[src/rtl/heading_pkg.sv]
// Shared types and widths for the heading integrator and its calibration averager.
package heading_pkg;

    typedef enum logic [1:0] {IDLE, CAL, RUN} hdg_state_t;

    localparam int YAW_W   = 16;   // gyro yaw-rate sample width
    localparam int ACC_W   = 27;   // calibration sum and heading integrator width
    localparam int HDG_W   = 12;   // published heading width
    localparam int HDG_LSB = 15;   // integrator bit that maps to heading bit 0

    // Calibration window length (log2 of sample count): short for simulation, long for hardware.
    function automatic int cal_log2(input int fast_sim);
        return (fast_sim != 0) ? 8 : 11;
    endfunction

endpackage

[src/rtl/yaw_cal_avg.sv]
// Gyro zero-rate offset averager: sums 2^CAL_LOG2 samples and publishes their arithmetic mean.
module yaw_cal_avg
    import heading_pkg::*;
#(
    parameter int CAL_LOG2 = 8
) (
    input  logic             clk,
    input  logic             rst,
    input  logic             clr,
    input  logic             acc_en,
    input  logic [YAW_W-1:0] yaw_rt,
    output logic [YAW_W-1:0] yaw_off,
    output logic             last
);

    logic signed [ACC_W-1:0] cal_sum;
    logic signed [ACC_W-1:0] sum_next;
    logic [CAL_LOG2-1:0]     cal_cnt;
    logic [YAW_W-1:0]        off_next;

    // Running sum including the sample presented this cycle, so the final sample is averaged in
    assign sum_next = cal_sum + {{(ACC_W-YAW_W){yaw_rt[YAW_W-1]}}, yaw_rt};
    assign off_next = YAW_W'(sum_next >>> CAL_LOG2);

    // The counter sits at all-ones while waiting for the last sample of the window
    assign last = acc_en && (cal_cnt == '1);

    // Accumulate samples; latch the mean on the last one; a restart clears the window but keeps the old offset
    always_ff @(posedge clk or posedge rst) begin
        if (rst) begin
            cal_sum <= '0;
            cal_cnt <= '0;
            yaw_off <= '0;
        end else if (clr) begin
            cal_sum <= '0;
            cal_cnt <= '0;
        end else if (acc_en) begin
            cal_sum <= sum_next;
            cal_cnt <= cal_cnt + 1'b1;
            if (last) begin
                yaw_off <= off_next;
            end
        end
    end

endmodule

[src/rtl/heading_integrator.sv]
// Robot heading integrator: gyro offset calibration, deadbanded rate integration and IR fusion.
module heading_integrator
    import heading_pkg::*;
#(
    parameter int FAST_SIM  = 1,
    parameter int DEADBAND  = 16,
    parameter int FUS_SHIFT = 4
) (
    input  logic             clk,
    input  logic             rst,
    input  logic             strt_cal,
    input  logic             vld,
    input  logic [YAW_W-1:0] yaw_rt,
    input  logic             moving,
    input  logic             en_fusion,
    input  logic [8:0]       IR_Dtrm,
    output logic             cal_done,
    output logic             rdy,
    output logic [HDG_W-1:0] heading
);

    localparam int CAL_LOG2 = cal_log2(FAST_SIM);
    localparam logic signed [YAW_W:0] DB = (YAW_W+1)'(DEADBAND);

    hdg_state_t state;
    hdg_state_t state_next;

    logic acc_en;
    logic cal_last;
    logic int_en;
    logic rdy_next;

    logic [YAW_W-1:0]        yaw_off;
    logic signed [YAW_W:0]   yaw_comp_raw;
    logic signed [YAW_W:0]   yaw_comp;
    logic [ACC_W-1:0]        fus_term;
    logic [ACC_W-1:0]        yaw_int;
    logic [ACC_W-1:0]        yaw_int_next;

    // A restart request always wins over a sample arriving in the same cycle
    assign acc_en = (state == CAL) && vld && !strt_cal;

    yaw_cal_avg #(
        .CAL_LOG2 (CAL_LOG2)
    ) u_cal (
        .clk     (clk),
        .rst     (rst),
        .clr     (strt_cal),
        .acc_en  (acc_en),
        .yaw_rt  (yaw_rt),
        .yaw_off (yaw_off),
        .last    (cal_last)
    );

    // Mode sequencing and per-sample control strobes
    always_comb begin
        state_next = state;
        int_en     = 1'b0;
        rdy_next   = 1'b0;
        if (strt_cal) begin
            state_next = CAL;
        end else begin
            case (state)
                IDLE: ;
                CAL: begin
                    if (cal_last) begin
                        state_next = RUN;
                    end
                end
                RUN: begin
                    if (vld) begin
                        rdy_next = 1'b1;
                        int_en   = moving;
                    end
                end
                default: state_next = IDLE;
            endcase
        end
    end

    // Mode register
    always_ff @(posedge clk or posedge rst) begin
        if (rst) begin
            state <= IDLE;
        end else begin
            state <= state_next;
        end
    end

    // Offset-corrected rate with small magnitudes squashed to zero (gyro noise rejection)
    assign yaw_comp_raw = {yaw_rt[YAW_W-1], yaw_rt} - {yaw_off[YAW_W-1], yaw_off};
    assign yaw_comp     = ((yaw_comp_raw > -DB) && (yaw_comp_raw < DB)) ? '0 : yaw_comp_raw;

    // Guard-rail correction, scaled up into integrator units
    assign fus_term = en_fusion ? ({{(ACC_W-9){IR_Dtrm[8]}}, IR_Dtrm} << FUS_SHIFT) : '0;

    // Integrator wraps modulo 2^ACC_W so heading is circular
    assign yaw_int_next = yaw_int + {{(ACC_W-YAW_W-1){yaw_comp[YAW_W]}}, yaw_comp} + fus_term;

    // Integrator, heading and strobe output registers
    always_ff @(posedge clk or posedge rst) begin
        if (rst) begin
            yaw_int  <= '0;
            heading  <= '0;
            rdy      <= 1'b0;
            cal_done <= 1'b0;
        end else begin
            rdy      <= rdy_next;
            cal_done <= cal_last;
            if (strt_cal) begin
                yaw_int <= '0;
                heading <= '0;
            end else if (int_en) begin
                yaw_int <= yaw_int_next;
                heading <= yaw_int_next[ACC_W-1:HDG_LSB];
            end
        end
    end

endmodule

[config.mk]
export PLATFORM = sky130hd
export DESIGN_NAME = heading_integrator
export DESIGN_NICKNAME = d
export VERILOG_FILES = /design/src/rtl/heading_pkg.sv /design/src/rtl/yaw_cal_avg.sv /design/src/rtl/heading_integrator.sv
export SDC_FILE = /design/constraint.sdc
export NUM_CORES = 1
export LEC_CHECK = 0
export BUFFER_PORTS_ARGS = -buffer_cell sky130_fd_sc_hd__buf_2
export CAP_MARGIN = 10
export CORE_MARGIN = 10
export CORE_UTILIZATION = 31
export CTS_CLUSTER_SIZE = 12
export DETAILED_ROUTE_END_ITERATION = 12
export HOLD_SLACK_MARGIN = 0.06
export PLACE_DENSITY = 0.56
export SLEW_MARGIN = 15
export SYNTH_ARGS = -nofsm -noshare
export SYNTH_HDL_FRONTEND = slang
export SYNTH_HIERARCHICAL = 1
export SYNTH_SLANG_ARGS = --single-unit
[constraint.sdc]
create_clock -name clk -period 8.37 [get_ports clk]
set_input_delay 0 -clock clk [delete_from_list [all_inputs] [get_ports clk]]
set_output_delay 0 -clock clk [all_outputs]
set_load 0.02 [all_outputs]
### Yosys cells after proc, flatten, opt, wreduce, memory -nomap -nowiden

Index checks and enable logic that the tools add are counted.

* register bits: 94
* word-level logic and storage cells: 51
* output and inout bits: 14
* bits of input ports: 31

* equality and inequality tests: 5
* reductions and logical operators: 11
* bitwise gates (word level): 1
* $add $sub $neg: 5
* multiplexer cells: 19
* $lt $le $gt $ge: 2

Operators by type and width (number)
* 27-bit two-way mux: 5
* 27-bit adder: 3
* 12-bit two-way mux: 2
* 17-bit by 5-bit greater-than comparator with 1-bit output (second input constant): 1
* 17-bit by 6-bit less-than comparator with 1-bit output (second input constant): 1
* 17-bit two-way mux: 1
* 16-bit by 16-bit subtractor with 17-bit output: 1
* 8-bit two-way mux: 2
* 8-bit by 1-bit adder with 8-bit output (second input constant): 1
* 8-bit equality test (second input constant): 1
* 1-bit two-way mux: 6
* 1-bit logical AND: 4
* 2-bit two-way mux: 2
* 2-bit one-hot mux with 2 select lines: 1
* 2-bit nonzero test: 2
* 3-bit inequality test (second input constant): 1
* 3-bit AND reduction: 1
* 2-bit by 1-bit equality test with 1-bit output (second input constant): 1
* 2-bit equality test (second input constant): 1
* 2-bit zero test: 1
* 2-bit by 1-bit inequality test with 1-bit output (second input constant): 1
* 2-bit AND reduction: 1
* 2-bit OR reduction: 1
* 1-bit zero test: 1
* 1-bit inverter: 1

### Longest topological paths before layout

Gate-level depths: netlist of the first run.

* word-level depth: 8
* depth in mapped cells: 24
* mapped depth without buffers: 23

### Modules after synthesis

Netlist of the first run, hierarchy kept.

Modules (own cells, without submodules)
* heading_integrator: times used 1, area an instance 4520.6 um^2, seq. area each 775.7 um^2, cells an instance 579
* yaw_cal_avg: times used 1, area an instance 3464.6 um^2, seq. area each 1201.2 um^2, cells an instance 370

### Worst setup path after synthesis of the first run

Ideal clock, no wire load.

* path kind: register to register
* start point: register u_cal.yaw_off[10]
* end point: register heading[8]
* period minus slack after synthesis: 6.036 ns
* arrival time: 5.908 ns
* stages on the path, launching flop included: 22
* required time: 8.242 ns
* setup time: 0.128 ns
* buffers on the path: 1
* path slack: 2.334 ns
* cells stage by stage: dfrtp_1 -> inv_1 -> ha_1 -> buf_2 -> and3_1 -> a221oi_1 -> o21ai_1 -> a21oi_1 -> a21oi_1 -> xnor2_1 -> or2_2 -> o31ai_1 -> fa_1 -> inv_1 -> ha_1 -> a21o_1 -> a21o_1 -> a21oi_1 -> o31ai_1 -> a2111oi_0 -> nor3_1 -> nand3b_1

* cells in the longest elaborated chain, start to end: 8
* elaborated cells between the ends (all ways): 9
* classes of those cells: add/sub (3); order compare (2); mux (3); reduce/logical (1)

Ends and longest elaborated chain
* from (decl): line yaw_cal_avg.sv:12 `output logic [YAW_W-1:0] yaw_off,`
* from (signal assigned): line yaw_cal_avg.sv:41 `yaw_off <= off_next;`
* 16-bit by 16-bit subtractor with 17-bit output (*): line heading_integrator.sv:91 `assign yaw_comp_raw = {yaw_rt[YAW_W-1], yaw_rt} - {yaw_off[YAW_W-1], yaw_off};`
* 17-bit by 5-bit greater-than comparator with 1-bit output or 17-bit by 6-bit less-than comparator with 1-bit output (tied branches): line heading_integrator.sv:92 `assign yaw_comp = ((yaw_comp_raw > -DB) && (yaw_comp_raw < DB)) ? '0 : yaw_comp_raw;`
* 1-bit logical AND: line heading_integrator.sv:92
* 17-bit two-way mux (*): line heading_integrator.sv:92
* 27-bit adder (*) (2 in a row): line heading_integrator.sv:98 `assign yaw_int_next = yaw_int + {{(ACC_W-YAW_W-1){yaw_comp[YAW_W]}}, yaw_comp} + fus_term;`
* 12-bit two-way mux (*): line heading_integrator.sv:113 `end else if (int_en) begin`
* 12-bit two-way mux (*): line heading_integrator.sv:110 `if (strt_cal) begin`
* to (signal assigned): line heading_integrator.sv:115 `heading <= yaw_int_next[ACC_W-1:HDG_LSB];`
* to (decl): line heading_integrator.sv:19 `output logic [HDG_W-1:0] heading`

Mark *: on every way between the ends. The rest lies on a longest branch, timed or not. The select of a mux whose other input is x is not followed.
A chain may end at the register's enable or synchronous reset.

### Final worst setup path of the first run

* start point: register u_cal.yaw_off[10]
* end point: register heading[6]

Same word-level chain as after synthesis.

==> results of run 1 <==
-- metal layers --
metal | global-route usage [%] | wire, um | share of wire, % | vias to the layer above
met5 | 0 | 0 | 0 | -
met4 | 3.58 | 292 | 1.5 | 0
met3 | 1.97 | 531 | 2.7 | 21
met2 | 19.1 | 8920 | 45 | 87
met1 | 16.6 | 10000 | 51 | 3175
li1 | - | - | - | 3375
-- through the flow --
step	instance area (sq um)	util, %
2_1_floorplan	7990	-
3_3_place_gp	8390	33.2
3_5_place_dp	8390	33.2
4_1_cts	8690	34.4
5_1_grt	8690	34.4
6_report	8690	34.4
-- worst paths after layout --
| kind | start | cells past startpoint | endpoint | slack, ns |
|---|---|---|---|---|
| min in group asynchronous | rst | 4 | rdy$_DFF_PP0_ | 0.32 |
| max in group asynchronous | rst | 4 | u_cal/cal_sum[21]$_DFFE_PP0P_ | 7.54 |
| hold reg to reg | u_cal/yaw_off[10]$_DFFE_PP0P_ | 2 | u_cal/yaw_off[10]$_DFFE_PP0P_ | 0.49 |
| setup reg to reg | u_cal/yaw_off[10]$_DFFE_PP0P_ | 22 | heading[6]$_DFFE_PP0P_ | 2.14 |
| setup / recovery | u_cal/yaw_off[10]$_DFFE_PP0P_ | 22 | heading[6]$_DFFE_PP0P_ | 2.14 |
| hold / removal | yaw_rt[1] | 4 | u_cal/cal_sum[1]$_DFFE_PP0P_ | 0.12 |
-- cell usage in the layout, fill, tap and decap left out, drive strengths merged, types with 20 or more instances in the layout --
cell   instances
a21oi         63
inv           91
buf           50
xnor2         30
nor2          78
nand2         87
fa            25
mux2i         20
a21o          24
o21ai         32
nand3         29
dfrtp         79
nor3          28
ha            70
-- where the power goes --
| group | switching, mW | leakage [nW] | total (mW) | internal, mW |
|---|---|---|---|---|
| logic | 0.233 | 2.82 | 0.383 | 0.150 |
| registers | 0.00644 | 1.09 | 0.398 | 0.391 |
| clock network | 0.176 | 0.129 | 0.376 | 0.200 |
-- critical path, stage by stage (launching register included) --
cell and delay [ns]:
dfrtp_1 0.34, inv_1 0.04, ha_1 0.38, and3_1 0.27, a221oi_1 0.47, mux2i_1 0.23, o21ai_0 0.15, nor3_1 0.26
nand4_2 0.19, nor4_2 0.77, nor3_1 0.10, ha_1 0.32, ha_1 0.16, inv_1 0.05, fa_1 0.38, nor2b_1 0.16
o21a_1 0.16, o21a_1 0.18, o21ai_0 0.14, o31ai_1 0.38, o221ai_1 0.33, or4_1 0.53, a31oi_1 0.17
-- registers in the layout (all words and copies together), names as in the netlist --
register       flops
heading           12
rdy                1
yaw_int           15
u_cal/cal_sum     24
cal_done           1
u_cal/yaw_off     16
state              2
u_cal/cal_cnt      8
-- cells by family (layout without fill, tap and decap cells) --
| family | count (synthesis) | count (layout) | synth area share, % |
|---|---|---|---|
| mux | 29 | 29 | 3.78 |
| fa+ha+maj | 95 | 95 | 17.2 |
| compound gates | 238 | 238 | 21.4 |
| simple gates | 320 | 320 | 20.0 |
| flops | 79 | 79 | 24.8 |
| xor+xnor | 47 | 47 | 5.16 |
| buf+inv | 141 | 158 | 7.69 |
-- area by class of cell --
class	instances	area [sq um]
multi-input cells	729	5400
clock buffers	10	229
repair buffers	53	295
clock inverters	5	35.0
inverters	90	338
flip-flops and latches	79	1980
fillers	2675	16600
well taps	330	413
-- what timing repair did --
action                     in CTS  in global routing
hold buffers                    3                  0
hold endpoints to repair       81                  0
setup endpoints to repair       0                  0
gates resized for setup         0                  0
==> flow_summary.ini, run 1 <==
[hold_path]
hold_path_class = in2reg

[floorplan]
fp.dieW_um = 180
start_util_pct = 31.6
rows = 58
dieArea_sq_um = 32600
io_pins = 45
fp.coreArea_sq_um = 25300
fp.dieH_um = 180

[synth]
ys_warn_count = 6
syn_area_per_cell_sq_um = 8.41
ys_seq_elements = 79
synth.cell_area_sq_um = 7990
ys_top_cells_by_count = 90 x inv_1, 87 x nand2_1, 79 x dfrtp_1
synth_top_area_cell = dfrtp_1
synthCells = 949
synth_edf_count = 0
synth_top_area_share_pct = 24.8
ys_top_cells_by_area = dfrtp_1 25%, ha_1 11%, fa_1 6.3%, inv_1 4.2%, nand2_1 4.1%
syn_nets = 1075
synth_top_flop_cell = dfrtp_1
synth_async_sr_flop_share_pct = 100
yosysSeqAreaShare_pct = 24.8
ys_types = 85
synth.most_common_cell = inv_1

[clock_tree]
post-cts-setup-buffer-count = 0
clock_sinks = 79
cts-root-buf = clkbuf_16
numCtsBuffers = 9
h-tree-depth = 3
tritoncts = done
path_clk_slew_ns = 0.07
clock_path_buffers = 2
clk_latency_ns = 0.35

[route]
drt_first_pass_iters = 5
wl_per_cell_um = 15.3
vias_per_cell = 5.14
drc_errors = 0
drt-total-wl_mm = 19.8
drtIter0Drc = 372
via_count = 6658
postRouteAntennaNets = 0

[timing]
fmax_ghz = 0.161
fin_ws_ns = 2.14
fin_skew_ns = 0.0101
worst_slew_pin_slew_ns = 1.01
setup_violations = 0
period_minus_slack_ns = 6.23
fin_setup_tns_ns = 0
hold_viol_final = 0
fin_crit_sh_pct = 74.4
whs_ns = 0.116
slew_headroom_pct = 32.6
drv_slew = 0
rsz0062_at_grt = no

[setup_path]
path_max_fanout = 13
crit_path_end_kind = flop
cp-start-kind = flop
arrival_ns = 6.50
critPathKind = reg2reg
required_ns = 8.64

[place]
pre_cts_slack_ns = 2.15
place.gp.congestion = 0.909
dp.cells = 1278
port_buffers = 44
hpwl_mm = 14.9

[global_routing]
grt_pass1_wl_mm = 33.1
grtUsageTotal_pct = 12.1
grt_max_degree = 71
grt_pass1_vias = 6480
grt_overflow_total = 0
antenna_found_initial = 0

[run_status]
outcome = completed

[cells_and_area]
diodes = 0
final_cells = 1296
drive_gt1_share_pct = 11.2
fin_nets = 1088
area.growth.synth_to_final_pct = 8.79

[run]
maxCapViolCount = 0

[pwr]
powerDensity_nw_per_um2 = 133
ir_drop_mv = 0.0886
leakage_nw = 4.04
p_total_mw = 1.16
No activity file was read; power rests on OpenSTA's default activity.
==> inputs of run 2 (changes only) <==
--- a/config.mk
+++ b/config.mk
@@ -5,6 +5,7 @@
 export SDC_FILE = /design/constraint.sdc
 export NUM_CORES = 1
 export LEC_CHECK = 0
+export ABC_AREA = 1
 export BUFFER_PORTS_ARGS = -buffer_cell sky130_fd_sc_hd__buf_2
 export CAP_MARGIN = 10
 export CORE_MARGIN = 10
==> constraint.sdc (replaced) <==
create_clock -name clk -period 6.2 [get_ports clk]
set_input_delay 0 -clock clk [delete_from_list [all_inputs] [get_ports clk]]
set_output_delay 0 -clock clk [all_outputs]
set_load 0.02 [all_outputs]
==> run 2 against run 1 <==
Compared with the run above:
- critical path type is now in2reg
- sequential power rose by 52%
- worst setup slack got worse by 0.92 ns
- final area rose by 10%
- cell count rose by 37%
- die area rose by 7.2%
- synthesized cell count rose by 42%
==> flow_summary.ini, run 2 <==
[global_routing]
antenna_found_initial = 0
grt_max_degree = 49
grt_pass1_wl_mm = 40.3
grt_overflow_total = 0
grtUsageTotal_pct = 14.0
grt_pass1_vias = 7997

[synth]
ys_top_cells_by_count = 435 x nand2_1, 248 x inv_1, 97 x nor2_1
synth_top_area_share_pct = 22.9
yosysSeqAreaShare_pct = 22.9
syn_nets = 1473
synth_top_flop_cell = dfrtp_1
ys_seq_elements = 79
synth.cell_area_sq_um = 8640
ys_top_cells_by_area = dfrtp_1 23%, nand2_1 19%, inv_1 11%, ha_1 10%, fa_1 5.8%
synth.most_common_cell = nand2_1
synth_async_sr_flop_share_pct = 100
synth_top_area_cell = dfrtp_1
synthCells = 1347
ys_types = 48
ys_warn_count = 6
syn_area_per_cell_sq_um = 6.41
synth_edf_count = 0

[setup_path]
arrival_ns = 5.25
required_ns = 6.47
slowest_stage = dlygate4sd3_1
path_max_fanout = 9
cp.depth = 30
critPathKind = in2reg
crit_path_end_kind = flop
slowest_delay_ns = 0.55
path_buf_inv = 5
cp-start-kind = input pin
reg2regPathDepth = 27
crit_family = simple AND/OR/NAND/NOR gates
crit_path_frequent_cell = nand2_1

[clock_tree]
clock_path_buffers = 2
h-tree-depth = 3
tritoncts = done
clk_latency_ns = 0.35
numCtsBuffers = 9
cts-root-buf = clkbuf_16
hold_buffers = 4
cts.repair.resized = 0
clock_sinks = 79
post-cts-setup-buffer-count = 0
path_clk_slew_ns = 0.07

[place]
hpwl_mm = 19.9
port_buffers = 44
dp.cells = 1752
place.gp.congestion = 0.930
dpl-instance-area_sq_um = 9230

[floorplan]
fp.dieH_um = 187
io_pins = 45
fp.coreArea_sq_um = 27600
dieArea_sq_um = 34900
fp.dieW_um = 187
start_util_pct = 31.3
rows = 61

[pwr]
p_total_mw = 2.16
ir_drop_mv = 0.124
powerDensity_nw_per_um2 = 226
leakage_nw = 5.33

[route]
wl_per_cell_um = 13.8
drc_errors = 0
drt_first_pass_iters = 5
drt-total-wl_mm = 24.4
postRouteAntennaNets = 0
drtIter0Drc = 491
via_count = 8207
vias_per_cell = 4.63

[cells_and_area]
largest_register_ff_count = 24
drive_gt1_share_pct = 9.90
fin_nets = 1515
diodes = 0
area.growth.synth_to_final_pct = 10.9
nFillCells = 3074
fin_area_sq_um = 9580
top_register = u_cal/cal_sum
most-common-layout-cells = 435 x nand2_1, 247 x inv_1, 97 x nor2_1
final_cells = 1772
largestRegisters = u_cal/cal_sum (24), u_cal/yaw_off (16), yaw_int (15)
mostFrequentLayoutCell = nand2_1

[timing]
fin_setup_tns_ns = 0
fin_skew_ns = 0.0164
fmax_ghz = 0.201
hold_viol_final = 0
fin_crit_sh_pct = 80.3
setup_violations = 0
slew_headroom_pct = 51.2
drv_slew = 0
worst_slew_pin_slew_ns = 0.731
rsz0062_at_grt = no
whs_ns = 0.167
period_minus_slack_ns = 4.98

[hold_path]
min_path_cells = 4
hold_path_class = in2reg

[run_status]
outcome = completed

[run]
maxCapViolCount = 0
==> run 2: cell types whose count changed in the layout (fill, tap and decap cells not counted), moves of 13 or more <==
cell,previous run,this run
nor2_2,1,21
xor2_1,17,2
xnor2_1,30,4
nand3_1,29,94
inv_1,89,247
nor2_1,77,97
a21o_1,24,6
o21ai_0,23,51
nand2_1,87,435
nor3_1,28,6
o21a_1,17,2
mux2i_1,20,0
or3_1,13,0
nand2_2,0,21
==> run 2: metal layers <==
layer / vias up / routed length, um / GRT usage, %
li1: 4315 / - / -
met1: 3769 / 11400 / 17.5
met2: 98 / 12100 / 24.8
met3: 25 / 602 / 2.03
met4: 0 / 356 / 3.32
met5: - / 0 / 0
==> run 2: power breakdown <==
group	internal, mW	switching (mW)	leakage, nW	total (mW)
Sequential	0.569	0.0356	1.07	0.605
Combinational	0.329	0.651	4.11	0.980
Clock	0.346	0.232	0.149	0.578
==> run 2: logic make-up after synthesis <==
family	after synthesis	synth area share (%)
AND/OR/NAND/NOR	732	37.4
adder cells (fa/ha/maj)	95	15.9
buffers and inverters	280	12.9
flip-flops	79	22.9
XOR/XNOR	7	0.797
AO/OA/AOI/OAI	154	10.1
==> run 2: area by class of cell <==
type	instances	area [sq um]	area share, %
clock buffers	14	274	2.86
clock inverters	2	37.5	0.392
repair buffers	54	305	3.19
flip-flops and latches	79	1980	20.6
inverters	257	970	10.1
well taps	378	473	4.94
multi-input cells	988	5540	57.9
==> run 2: metrics by stage <==
stage                     util [%]  worst slack (ns)
after detailed placement      33.4              1.24
after CTS                     34.7              1.21
after global placement        33.4              1.27
after global routing          34.7             0.744
final                         34.7              1.22
after floorplan                  -              2.10
==> run 2: tightest hold or removal path, cell delays in order <==
cell,delay (ns)
buf_2,0.14
inv_1,0.08
fa_1,0.16
o22ai_1,0.07
==> run 2: final timing paths <==
| check | from | to | slack (ns) |
|---|---|---|---|
| max | yaw_rt[0] | heading[4]$_DFFE_PP0P_ | 1.22 |
| min | yaw_rt[1] | u_cal/cal_sum[1]$_DFFE_PP0P_ | 0.17 |
| max reg2reg | u_cal/yaw_off[0]$_DFFE_PP0P_ | heading[4]$_DFFE_PP0P_ | 1.23 |
| min reg2reg | u_cal/yaw_off[3]$_DFFE_PP0P_ | u_cal/yaw_off[3]$_DFFE_PP0P_ | 0.48 |
| max in group asynchronous | rst | u_cal/yaw_off[9]$_DFFE_PP0P_ | 5.37 |
| min in group asynchronous | rst | heading[9]$_DFFE_PP0P_ | 0.31 |
==> inputs of run 3 (changes only) <==
==> constraint.sdc (replaced) <==
create_clock -name clk -period 4.85 [get_ports clk]
set_input_delay 0 -clock clk [delete_from_list [all_inputs] [get_ports clk]]
set_output_delay 0 -clock clk [all_outputs]
set_load 0.02 [all_outputs]
==> run 3 against run 2 <==
Compared with the run above:
- clock-buffer cell count fell by 2
- die area unchanged
- largest power group unchanged
- combinational power is 31% higher
- highest routed layer unchanged
- global-route usage shrank 0.21 points
==> flow_summary.ini, run 3 (synthesis gave the netlist of run 2 again) <==
[run_status]
outcome = completed

[hold_path]
hold_path_class = in2reg
whs_endpoint = u_cal/cal_sum[1]$_DFFE_PP0P_
worstHoldStart = yaw_rt[1]
min_path_cells = 4

[cells_and_area]
drive_gt1_share_pct = 12.3
most-common-layout-cells = 433 x nand2_1, 245 x inv_1, 92 x nand3_1
top_register = u_cal/cal_sum
largest_register_ff_count = 24
final_cells = 1778
fin_area_sq_um = 9750
diodes = 0
multi_input_area_sq_um = 5670
mostFrequentLayoutCell = nand2_1
fin_nets = 1521
nFillCells = 3101
seq_area_sq_um = 1980
largestRegisters = u_cal/cal_sum (24), u_cal/yaw_off (16), yaw_int (15)
area.growth.synth_to_final_pct = 13.0
fin_util_pct = 35.3

[run]
maxCapViolCount = 0

[setup_path]
crit_path_end_kind = flop
r2r_start = u_cal/yaw_off[0]$_DFFE_PP0P_
cp-start-kind = input pin
critPathKind = in2reg
rr_endpoint = heading[7]$_DFFE_PP0P_
reg2regPathDepth = 25
regToRegSetupSlack_ns = 0.39
critPathLaunch = yaw_rt[0]
path_max_fanout = 8
required_ns = 5.07
arrival_ns = 4.68

[pwr]
leakage_nw = 5.38
internal_power_mw = 1.58
powerDensity_nw_per_um2 = 284
switching_share_pct = 43.1
p_sw_mw = 1.20
ir_drop_mv = 0.154
p_comb_share_pct = 46.2
power_frac_clock_pct = 26.0
sequentialPowerShare_pct = 27.8

[timing]
setup_violations = 0
whs_ns = 0.171
slew_headroom_pct = 48.8
hold_viol_final = 0
fin_crit_sh_pct = 92.0
fin_skew_ns = 0.0135
fin_ws_ns = 0.389
worst_slew_pin_slew_ns = 0.766
drv_slew = 0
period_minus_slack_ns = 4.46
fmax_ghz = 0.224

[route]
vias_per_cell = 4.58
drt_first_pass_iters = 5
drt-total-wl_mm = 24.1
drc_errors = 0
wl_per_cell_um = 13.6
postRouteAntennaNets = 0
via_count = 8148
drtIter0Drc = 384

[floorplan]
fp.dieH_um = 187
rows = 61
start_util_pct = 31.3
io_pins = 45
dieArea_sq_um = 34900
fp.coreArea_sq_um = 27600
fp.dieW_um = 187

[global_routing]
grt_pass1_vias = 7986
grt_pass1_wl_mm = 39.7
grt_overflow_total = 0
antenna_found_initial = 0
grtUsageTotal_pct = 13.8
grt_max_degree = 49

[clock_tree]
clock_path_buffers = 2
path_clk_slew_ns = 0.07
h-tree-depth = 3
tritoncts = done
numCtsBuffers = 9
clk_latency_ns = 0.36
cts-root-buf = clkbuf_16
clock_sinks = 79

[place]
dpl-instance-area_sq_um = 9280
dp.cells = 1757
hpwl_mm = 19.8
place.gp.congestion = 0.940
port_buffers = 44
pre_cts_slack_ns = -0.0726
-- run 3: cell types whose count changed in the layout (fill, tap and decap cells not counted), sizes merged --
cell	change
clkbuf	-2
buf	+6
clkinvlp	+1
inv	+1
-- run 3: how the worst max path moves through the flow --
stage	end	slack (ns)
after global placement	heading[4]$_DFFE_PP0P_	0.02
after global routing	heading[9]$_DFFE_PP0P_	-0.004
after floorplan	heading[4]$_DFFE_PP0P_	0.75
after CTS	heading[4]$_DFFE_PP0P_	0.03
after detailed placement	heading[4]$_DFFE_PP0P_	-0.07
final	heading[7]$_DFFE_PP0P_	0.39
-- run 3: area by class of cell --
cell class | instances | share of cell area [%]
multi-input cells | 988 | 58.1
flip-flops and latches | 79 | 20.3
inverters | 257 | 9.94
well taps | 378 | 4.85
repair buffers | 60 | 3.72
clock buffers | 12 | 2.53
clock inverters | 4 | 0.552
-- run 3: repair_timing --
action | in CTS | in global routing
gates resized for setup | 1 | 42
setup buffers | 0 | 1
setup endpoints to repair | 1 | 18
pin swaps | 0 | 3
hold endpoints to repair | 84 | 0
hold buffers | 4 | 0
-- run 3: worst max-delay path, stage by stage --
cell and delay (ns):
dlygate4sd3_1 0.55, buf_2 0.14, inv_1 0.05, ha_1 0.22
fa_1 0.40, inv_2 0.10, nand3_2 0.09, nand2_2 0.13
nand2_1 0.08, nand2_1 0.10, nand2_1 0.06, nand2_1 0.11
nor2_1 0.06, nand2_1 0.10, nor2_2 0.06, nand4_4 0.16
nand3_1 0.17, fa_1 0.55, inv_1 0.05, ha_1 0.38
a21oi_1 0.27, nor2_1 0.08, nor2_2 0.21, o21ai_0 0.12
nand2_1 0.08, nand3_1 0.11, o21ai_0 0.16, o21ai_0 0.10
-- run 3: per-stage QoR --
stage	TNS, ns	total power, mW
floorplan	0	1.73
global placement	0	2.03
detailed placement	-0.0726	2.04
CTS	0	2.78
global route	-0.00408	3.01
finish	0	2.77
-- run 3: power groups by stage --
stage	logic (mW)	registers (mW)	clock network [mW]
after floorplan	0.960	0.771	0
after global routing	1.46	0.781	0.763
after global placement	1.25	0.783	0
after detailed placement	1.26	0.783	0
final	1.28	0.772	0.719
after CTS	1.27	0.772	0.742
-- run 3: metal layers --
| metal | vias to the layer above | GRT usage, % | part of all wire, % |
|---|---|---|---|
| met1 | 3712 | 17.1 | 46 |
| met5 | - | 0 | 0 |
| li1 | 4301 | - | - |
| met2 | 110 | 24.4 | 49 |
| met4 | 0 | 3.72 | 1.9 |
| met3 | 25 | 2.05 | 2.6 |
